<file path="src/rtl/clkdiv_pkg.sv">
// Shared definitions for the multi-channel clock divider.
//   DIV_MIN   smallest legal full-period divisor
//   half_hi   length of the high phase for a period of N cycles (ceil(N/2))
//   ch_idx_w  width of a channel index for n channels (never below 1)
package clkdiv_pkg;

    localparam int DIV_MIN = 2;

    // Computed at 32 bits so that N+1 cannot wrap for any DIV_SIZE below 32.
    function automatic logic [31:0] half_hi(input logic [31:0] n);
        return (n + 32'd1) >> 1;
    endfunction

    function automatic int ch_idx_w(input int n);
        return (n > 1) ? $clog2(n) : 1;
    endfunction

endpackage

</file>
<file path="src/rtl/clock_divider_channel.sv">
// One programmable divider channel.
//   clock_in   system clock (rising edge)
//   reset_n    asynchronous active-low reset
//   en         run enable; while low the counter is held at phase 0
//   resync     restart at phase 0 and apply any pending divisor
//   wr         validated divisor write for this channel
//   wr_div     divisor carried by the write (already checked >= 2)
//   clock_out  registered divided clock, high for ceil(N/2) of every N cycles
//   tick       registered one-cycle strobe in the first cycle of each period
module clock_divider_channel
    import clkdiv_pkg::*;
#(
    parameter int DIV_SIZE    = 16,
    parameter int DEFAULT_DIV = 48000
) (
    input  logic                clock_in,
    input  logic                reset_n,
    input  logic                en,
    input  logic                resync,
    input  logic                wr,
    input  logic [DIV_SIZE-1:0] wr_div,
    output logic                clock_out,
    output logic                tick
);

    logic [DIV_SIZE-1:0] r_cnt;
    logic [DIV_SIZE-1:0] r_div_act;
    logic [DIV_SIZE-1:0] r_div_pend;
    logic                r_pend;
    logic                r_clk;
    logic                r_tick;

    logic [DIV_SIZE-1:0] w_half;
    logic                w_wrap;
    logic                w_restart;

    assign w_half    = DIV_SIZE'(half_hi(32'(r_div_act)));
    // div_act is never below 2, so div_act-1 cannot underflow.
    assign w_wrap    = en & (r_cnt == r_div_act - 1'b1);
    // Any of these puts the counter back to phase 0 on this edge; they are
    // also the only points where a new divisor may take effect.
    assign w_restart = resync | ~en | w_wrap;

    always_ff @(posedge clock_in or negedge reset_n) begin
        if (!reset_n) begin
            r_cnt      <= '0;
            r_div_act  <= DIV_SIZE'(DEFAULT_DIV);
            r_div_pend <= '0;
            r_pend     <= 1'b0;
            r_clk      <= 1'b0;
            r_tick     <= 1'b0;
        end else begin
            // Outputs reflect the phase held before this edge.
            r_clk  <= en & (r_cnt < w_half);
            r_tick <= en & (r_cnt == '0);

            r_cnt <= w_restart ? '0 : r_cnt + 1'b1;

            if (wr && w_restart) begin
                // Boundary write: takes over directly and drops any older pending value.
                r_div_act <= wr_div;
                r_pend    <= 1'b0;
            end else if (wr) begin
                // Mid-period write: parked until the next boundary, last one wins.
                r_div_pend <= wr_div;
                r_pend     <= 1'b1;
            end else if ((resync || w_wrap) && r_pend) begin
                r_div_act <= r_div_pend;
                r_pend    <= 1'b0;
            end
        end
    end

    assign clock_out = r_clk;
    assign tick      = r_tick;

endmodule

</file>
<file path="src/rtl/multi_clock_divider.sv">
// NUM_CH independent programmable clock dividers on one system clock.
//   clock_in   system clock (rising edge)
//   reset_n    asynchronous active-low reset
//   ch_en      per-channel run enable
//   resync     one-cycle pulse restarting every channel at phase 0
//   cfg_valid  divisor write strobe
//   cfg_ch     target channel of the write
//   cfg_div    new full-period divisor
//   cfg_err    one-cycle pulse when a write is rejected (divisor < 2 or bad channel)
//   clock_out  divided clock per channel
//   tick       period-start strobe per channel
module multi_clock_divider
    import clkdiv_pkg::*;
#(
    parameter int NUM_CH      = 4,
    parameter int DIV_SIZE    = 16,
    parameter int DEFAULT_DIV = 48000,
    localparam int CH_W       = ch_idx_w(NUM_CH)
) (
    input  logic                clock_in,
    input  logic                reset_n,
    input  logic [NUM_CH-1:0]   ch_en,
    input  logic                resync,
    input  logic                cfg_valid,
    input  logic [CH_W-1:0]     cfg_ch,
    input  logic [DIV_SIZE-1:0] cfg_div,
    output logic                cfg_err,
    output logic [NUM_CH-1:0]   clock_out,
    output logic [NUM_CH-1:0]   tick
);

    logic              w_ok;
    logic [NUM_CH-1:0] w_wr;
    logic              r_cfg_err;

    // cfg_ch can encode more values than there are channels when NUM_CH is
    // not a power of two; those writes are rejected rather than aliased.
    assign w_ok = cfg_valid
                & (cfg_div >= DIV_SIZE'(DIV_MIN))
                & (32'(cfg_ch) < 32'(NUM_CH));

    always_ff @(posedge clock_in or negedge reset_n) begin
        if (!reset_n) begin
            r_cfg_err <= 1'b0;
        end else begin
            r_cfg_err <= cfg_valid & ~w_ok;
        end
    end

    assign cfg_err = r_cfg_err;

    for (genvar i = 0; i < NUM_CH; i++) begin : g_ch
        assign w_wr[i] = w_ok & (cfg_ch == CH_W'(i));

        clock_divider_channel #(
            .DIV_SIZE    (DIV_SIZE),
            .DEFAULT_DIV (DEFAULT_DIV)
        ) u_ch (
            .clock_in  (clock_in),
            .reset_n   (reset_n),
            .en        (ch_en[i]),
            .resync    (resync),
            .wr        (w_wr[i]),
            .wr_div    (cfg_div),
            .clock_out (clock_out[i]),
            .tick      (tick[i])
        );
    end

endmodule

</file>
<file path="config.mk">
export PLATFORM = sky130hd
export DESIGN_NAME = multi_clock_divider
export DESIGN_NICKNAME = d
export VERILOG_FILES = /design/src/rtl/clkdiv_pkg.sv /design/src/rtl/clock_divider_channel.sv /design/src/rtl/multi_clock_divider.sv
export SDC_FILE = /design/constraint.sdc
export NUM_CORES = 1
export LEC_CHECK = 0
export CORE_ASPECT_RATIO = 0.9
export CORE_MARGIN = 2
export CORE_UTILIZATION = 60
export CTS_BUF_LIST = sky130_fd_sc_hd__clkbuf_16
export DETAILED_ROUTE_END_ITERATION = 8
export GPL_ROUTABILITY_DRIVEN = 0
export GPL_TIMING_DRIVEN = 0
export HOLD_SLACK_MARGIN = 0.06
export PLACE_DENSITY = 0.83
export SETUP_SLACK_MARGIN = 0.2
export SLEW_MARGIN = 25
export SYNTH_ARGS = -nofsm -noshare
export SYNTH_HDL_FRONTEND = slang
export SYNTH_SLANG_ARGS = --single-unit
</file>
<file path="constraint.sdc">
create_clock -name clock_in -period 8.8 [get_ports clock_in]
set_clock_uncertainty 0.05 [all_clocks]
set_input_delay 1.32 -clock clock_in [delete_from_list [all_inputs] [get_ports clock_in]]
set_output_delay 1.32 -clock clock_in [all_outputs]
set_load 0.1 [all_outputs]
</file>
* Word-level counts from Yosys, hierarchy flattened
Index checks and enable logic that the tools add are counted.
** Cells by class
- $add $sub $neg :: 12
- $lt $le $gt $ge :: 5
- Equality and inequality tests :: 11
- Multiplexer cells :: 28
- Bitwise logic cells :: 35
- Reductions and logical operators :: 33
** Operators with widths (number)
- 2-to-1 mux 16 bit :: 16
- adder 16 x 1 -> 17 bit (second input constant) :: 4
- adder 16 x 1 -> 16 bit (second input constant) :: 4
- == test 16 bit :: 4
- logical NOT 16 bit :: 4
- less-than comparator 16 bit :: 4
- subtractor 16 x 1 -> 16 bit (second input constant) :: 4
- bitwise AND 1 bit :: 18
- >= comparator 16 x 2 -> 1 bit (second input constant) :: 1
- AND reduction 2 bit :: 8
- 2-to-1 mux 1 bit :: 12
- nonzero test 3 bit :: 4
- inverter 1 bit :: 9
- logical AND 1 bit :: 8
- inequality test 2 bit (second input constant) :: 4
- OR 1 bit :: 8
- nonzero test 2 bit :: 4
- == test 2 bit (second input constant) :: 2
- logical OR 1 bit :: 4
- == test 2 x 1 -> 1 bit (second input constant) :: 1
- logical NOT 2 bit :: 1
** Word-level totals
- Register bits :: 205
- Input port bits :: 26
- Output and inout port bits :: 9
- Word-level logic and storage cells :: 149

* Longest topological paths before layout
- Depth after elaboration :: 8
- Mapped depth :: 13
- Depth with buffers taken out :: 12

* Hierarchy
From an unflattened synthesis, not the netlist that was laid out.
** Unflattened totals
- Cells, all modules :: 1526
- Area, all modules :: 14626.5 um^2
** Modules (own cells, without submodules)
- clock_divider_channel at g_ch[2].u_ch ... :: instances 2, cells each 387, area each 3656.0 um^2, sequential area each 1285.0 um^2
- clock_divider_channel at g_ch[1].u_ch :: instances 1, cells each 394, area each 3671.0 um^2, sequential area each 1285.0 um^2
- clock_divider_channel at g_ch[0].u_ch :: instances 1, cells each 346, area each 3537.1 um^2, sequential area each 1285.0 um^2
- multi_clock_divider :: instances 1, cells each 12, area each 106.4 um^2, sequential area each 25.0 um^2

* Least setup slack after synthesis
No wires, ideal clock.
- Kind :: reg2reg
- Start point :: reg g_ch[1].u_ch.r_div_act[1]
- End point :: reg g_ch[1].u_ch.r_div_act[10]
- Library setup time :: 125 ps
- Data arrival time :: 3546 ps
- Required time :: 8625 ps
- Path slack :: 5079 ps
- Cell stages (with the launch flop) :: 14
- Buffers on the path :: 3
- Clock period less this slack :: 3721 ps
- Cells stage by stage :: dfrtp_1 clkbuf_1 inv_1 ha_1 or4b_2 o21ai_0 a21oi_1 o31a_1 o41ai_2 and2_1 buf_2 buf_4 mux2_1 mux2_2
** Between the ends
- Longest elaborated chain between the ends :: 7
- Elaborated cells between the ends (all ways) :: 11
- Classes of those cells :: add/sub: 1; eq/ne: 2; mux: 1; bitwise: 2; reduce/logical: 5
** RTL lines
- start: declaration :: line clock_divider_channel.sv:27 : logic [DIV_SIZE-1:0] r_div_act;
- start signal: assignment :: line clock_divider_channel.sv:47 : r_div_act <= DIV_SIZE'(DEFAULT_DIV);
- start signal: assignment :: line clock_divider_channel.sv:61 : r_div_act <= wr_div;
- start signal: assignment :: line clock_divider_channel.sv:68 : r_div_act <= r_div_pend;
- subtractor 16 x 1 -> 16 bit * :: line clock_divider_channel.sv:39 : assign w_wrap = en & (r_cnt == r_div_act - 1'b1);
- == test 16 bit * :: line clock_divider_channel.sv:39
- bitwise AND 1 bit * :: line clock_divider_channel.sv:39
- OR 1 bit / logical OR 1 bit (equally long branches) :: line clock_divider_channel.sv:42, clock_divider_channel.sv:67
- logical AND 1 bit (on tied branches) :: line clock_divider_channel.sv:59, clock_divider_channel.sv:67
- inequality test 2 bit (no line) / nonzero test 2 bit (equally long branches)
- AND reduction 2 bit (no line)
Mark *: on every way between the ends. The rest lies on a longest branch, timed or not.
A chain may end at the register's enable or synchronous reset.

* Worst setup path after layout
- Start point :: reg g_ch[3].u_ch.r_div_act[0]
- End point :: reg g_ch[3].u_ch.r_div_act[14]
** Between the ends
- Longest elaborated chain between the ends :: 7
- Elaborated cells between the ends (all ways) :: 11
- Classes of those cells :: add/sub: 1; eq/ne: 2; mux: 1; bitwise: 2; reduce/logical: 5
** RTL lines (line)
- start: declaration :: clock_divider_channel.sv:27
- start signal: assignment :: clock_divider_channel.sv:47
- start signal: assignment :: clock_divider_channel.sv:61
- start signal: assignment :: clock_divider_channel.sv:68
- subtractor 16 x 1 -> 16 bit * :: clock_divider_channel.sv:39
- == test 16 bit * :: clock_divider_channel.sv:39
- bitwise AND 1 bit * :: clock_divider_channel.sv:39
- OR 1 bit / logical OR 1 bit (equally long branches) :: clock_divider_channel.sv:42, clock_divider_channel.sv:67
- logical AND 1 bit (on tied branches) :: clock_divider_channel.sv:59, clock_divider_channel.sv:67
- inequality test 2 bit (no line) / nonzero test 2 bit (equally long branches)
- AND reduction 2 bit (no line)
Marks and branches as above.

==> impl_metrics.py <==
metrics = {
    "drt": {
        "post_drt_wl_per_cell_um": 18.33,
        "met1Wirelength_um": 14560,
        "firstDrtPassIters": 6,
        "drtAntennaViolNets": 0,
        "met2_length_um": 15310,
        "first_iter_violations": 806,
        "vias": 10760,
        "remaining_drc_errors": 0,
        "vias_per_cell": 6.006,
        "top_layer": "met4",
        "wl_um": 32840,
        "met3_length_um": 1990,
    },
    "yosys": {
        "synth_cell_type_count": 79,
        "syn_area_sq_mm": 0.01400,
        "synthArstFlopShare": 1.000,
        "yosysSeqAreaShare": 0.3689,
        "synth_warnings": 0,
        "synth_ff_type": "dfrtp_1",
        "synth_edf_count": 0,
        "avgSynthCellArea_sq_um": 9.910,
        "syn_nets": 1515,
        "post_synth_inst_count": 1413,
        "synth_seq_cells": 205,
    },
    "timing": {
        "fmax_mhz": 224.3,
        "relSlewSlack": 0.2480,
        "setup_tns_ns": 0,
        "setup_violations": 0,
        "rsz0062_at_grt": "false",
        "worst_slew_pin_slew_ns": 1.119,
        "hold_violations": 0,
        "finalCritPeriodShare": 0.5067,
        "slew_violations": 0,
        "fin_crit_ns": 4.459,
        "worst_slack_ns": 4.341,
    },
    "cells_and_area": {
        "insertedDiodeCount": 0,
        "finalNonFillerCells": 1791,
        "drive_above_1_share": 0.1706,
        "syn_to_final_growth_pct": 10.56,
        "postLayoutCellArea_sq_mm": 0.01548,
        "layout_commonest_cell": "dfrtp_1",
        "num-nets-final": 1574,
        "layout_common_cells": "dfrtp_1, mux2_2, nor2_1, xnor2_1, xor2_1",
        "fillers": 1774,
    },
    "setup_path": {
        "worstPathRequired_ns": 9.17,
        "crit_arrival_ns": 4.83,
        "critPathKind": "reg2reg",
        "crit_path_end_kind": "register",
        "worst_setup_path_start_kind": "register",
        "r2r_cells": 12,
        "critical_path_peak_fanout": 10,
    },
    "job": {
        "cap_violations": 0,
    },
    "cts": {
        "cts_tree": "yes",
        "cts_root_buf": "clkbuf_16",
        "postCtsHoldBufs": 0,
        "clk_path_buf_depth": 3,
        "cts_setup_buffers": 0,
        "cts_max_level": 1,
        "clkTransAtPathRegs_ns": 0.06,
        "cts_resized": 0,
        "clock-sinks": 205,
        "insertion_delay_ns": 0.54,
        "cts_inserted_buffers": 23,
    },
    "place": {
        "port_buffers": 32,
        "hpwl_um": 23240,
        "pre_cts_ws_ns": 3.998,
        "placed_cells": 1749,
        "placedInstanceArea_sq_mm": 0.01476,
    },
    "floorplanning": {
        "rows": 53,
        "ios": 35,
        "die_w_um": 165.0,
        "die_area_sq_mm": 0.02458,
        "core-area_sq_mm": 0.02314,
        "die_h_um": 148.9,
        "start_util": 0.6050,
    },
    "hold_path": {
        "whs_path_depth": 1,
        "hp-class": "reg2reg",
    },
    "power_and_ir_drop": {
        "p_per_area_mw_per_mm2": 205.5,
        "power_leakage_nw": 6.736,
        "ir_drop_v": 0.0001857,
    },
    "global_routing": {
        "grt_max_degree": 93,
        "grt_antenna_before_repair": 0,
        "grt_util_all_layers": 0.2722,
        "gr-total-overflow": 0,
        "grt_first_pass_wirelength_um": 53710,
        "grt_pass1_vias": 10590,
    },
    "outcome": {
        "outcome": "finished clean",
    },
}
==> per-layer routing <==
layer | track usage | up-vias
li1 | - | 5115
met1 | 0.3815 | 5249
met2 | 0.4398 | 325
met3 | 0.03809 | 67
met4 | 0.08304 | 0
met5 | 0 | -
==> sequential cells by signal (all words and copies together) (netlist names) <==
| signal | cells |
|---|---|
| cfg_err | 1 |
| g_ch.u_ch.tick | 4 |
| g_ch.u_ch.r_pend | 4 |
| g_ch.u_ch.clock_out | 4 |
| g_ch.u_ch.r_cnt | 64 |
| g_ch.u_ch.r_div_pend | 64 |
| g_ch.u_ch.r_div_act | 64 |
==> path summary, 6_finish.rpt <==
kind	start	end	slack [ns]
min reg2reg	g_ch[2].u_ch.r_div_pend[12]$_DFFE_PN0P_	g_ch[2].u_ch.r_div_pend[12]$_DFFE_PN0P_	0.43
max reg2reg	g_ch[3].u_ch.r_div_act[0]$_DFFE_PN0P_	g_ch[3].u_ch.r_div_act[14]$_DFFE_PN0P_	4.34
max in group asynchronous	reset_n	g_ch[3].u_ch.r_div_act[13]$_DFFE_PN1P_	7.34
min	g_ch[2].u_ch.r_div_pend[12]$_DFFE_PN0P_	g_ch[2].u_ch.r_div_pend[12]$_DFFE_PN0P_	0.43
max	g_ch[3].u_ch.r_div_act[0]$_DFFE_PN0P_	g_ch[3].u_ch.r_div_act[14]$_DFFE_PN0P_	4.34
min in group asynchronous	reset_n	g_ch[0].u_ch.r_cnt[0]$_DFF_PN0_	0.60
==> cell type report <==
type                            count  area, sq um  share of cell area
Clock buffer                       23        575.6             0.03718
Clock inverter                     19        138.9            0.008971
Multi-Input combinational cell   1076         8252              0.5330
Buffer                             93        445.4             0.02877
Timing Repair Buffer               34        380.4             0.02457
Inverter                           39        146.4            0.009456
Tap cell                          302        377.9             0.02441
Sequential cell                   205         5165              0.3336
==> report_power, final <==
| group | internal, mW | switching (mW) | total, mW |
|---|---|---|---|
| logic | 0.465 | 0.556 | 1.02 |
| clock network | 0.510 | 0.407 | 0.917 |
| registers | 1.12 | 0.123 | 1.24 |
| total | 2.10 | 1.09 | 3.18 |
==> synth_stat cells, drive strengths merged, types with 13 or more instances <==
master,number,area (sq um)
a21o,26,195.2
a21oi,30,153.9
and2,21,131.4
and3,31,193.9
buf,31,202.7
clkbuf,62,242.7
dfrtp,177,4429
dfstp,28,735.7
ha,76,950.9
inv,39,146.4
mux2,172,1967
mux2i,19,190.2
nand2,81,306.6
nand3,66,330.3
nand4,35,219.0
nor2,116,437.9
nor3,25,125.1
nor4,32,219.0
o21ai,25,125.1
or3,15,93.84
or4,13,101.4
xnor2,95,832.1
xor2,89,779.5
==> worst max-delay path, cell delays in order (launching register included) <==
cell and delay, ns:
dfrtp_1 0.51, inv_1 0.08, ha_1 0.26, clkbuf_1 0.28, or4b_2 0.72, a31o_2 0.22, a2111oi_0 0.76, or3b_2 0.24
buf_2 0.20, nor2b_1 0.14, buf_2 0.19, buf_2 0.31, mux2_2 0.37
==> kinds of logic after synthesis <==
kind of cell    Yosys count  share of synthesized area
simple gates            490                     0.1851
flops                   205                     0.3689
mux                     191                     0.1541
xor+xnor                184                     0.1151
compound gates          135                    0.06675
buf+inv                 132                    0.04227
fa+ha+maj                76                    0.06791
==> per-stage QoR <==
step                      power, mW  hold WS [ns]  utilization
after CTS                     3.184        0.4322       0.6686
after floorplan               2.002        0.3992            -
after global placement        2.201        0.4103       0.6352
final                         3.182        0.4326       0.6689
after global routing          3.356        0.4612       0.6689
after detailed placement      2.258        0.4184       0.6378
Note: power is estimated with default switching activity, not from simulation.
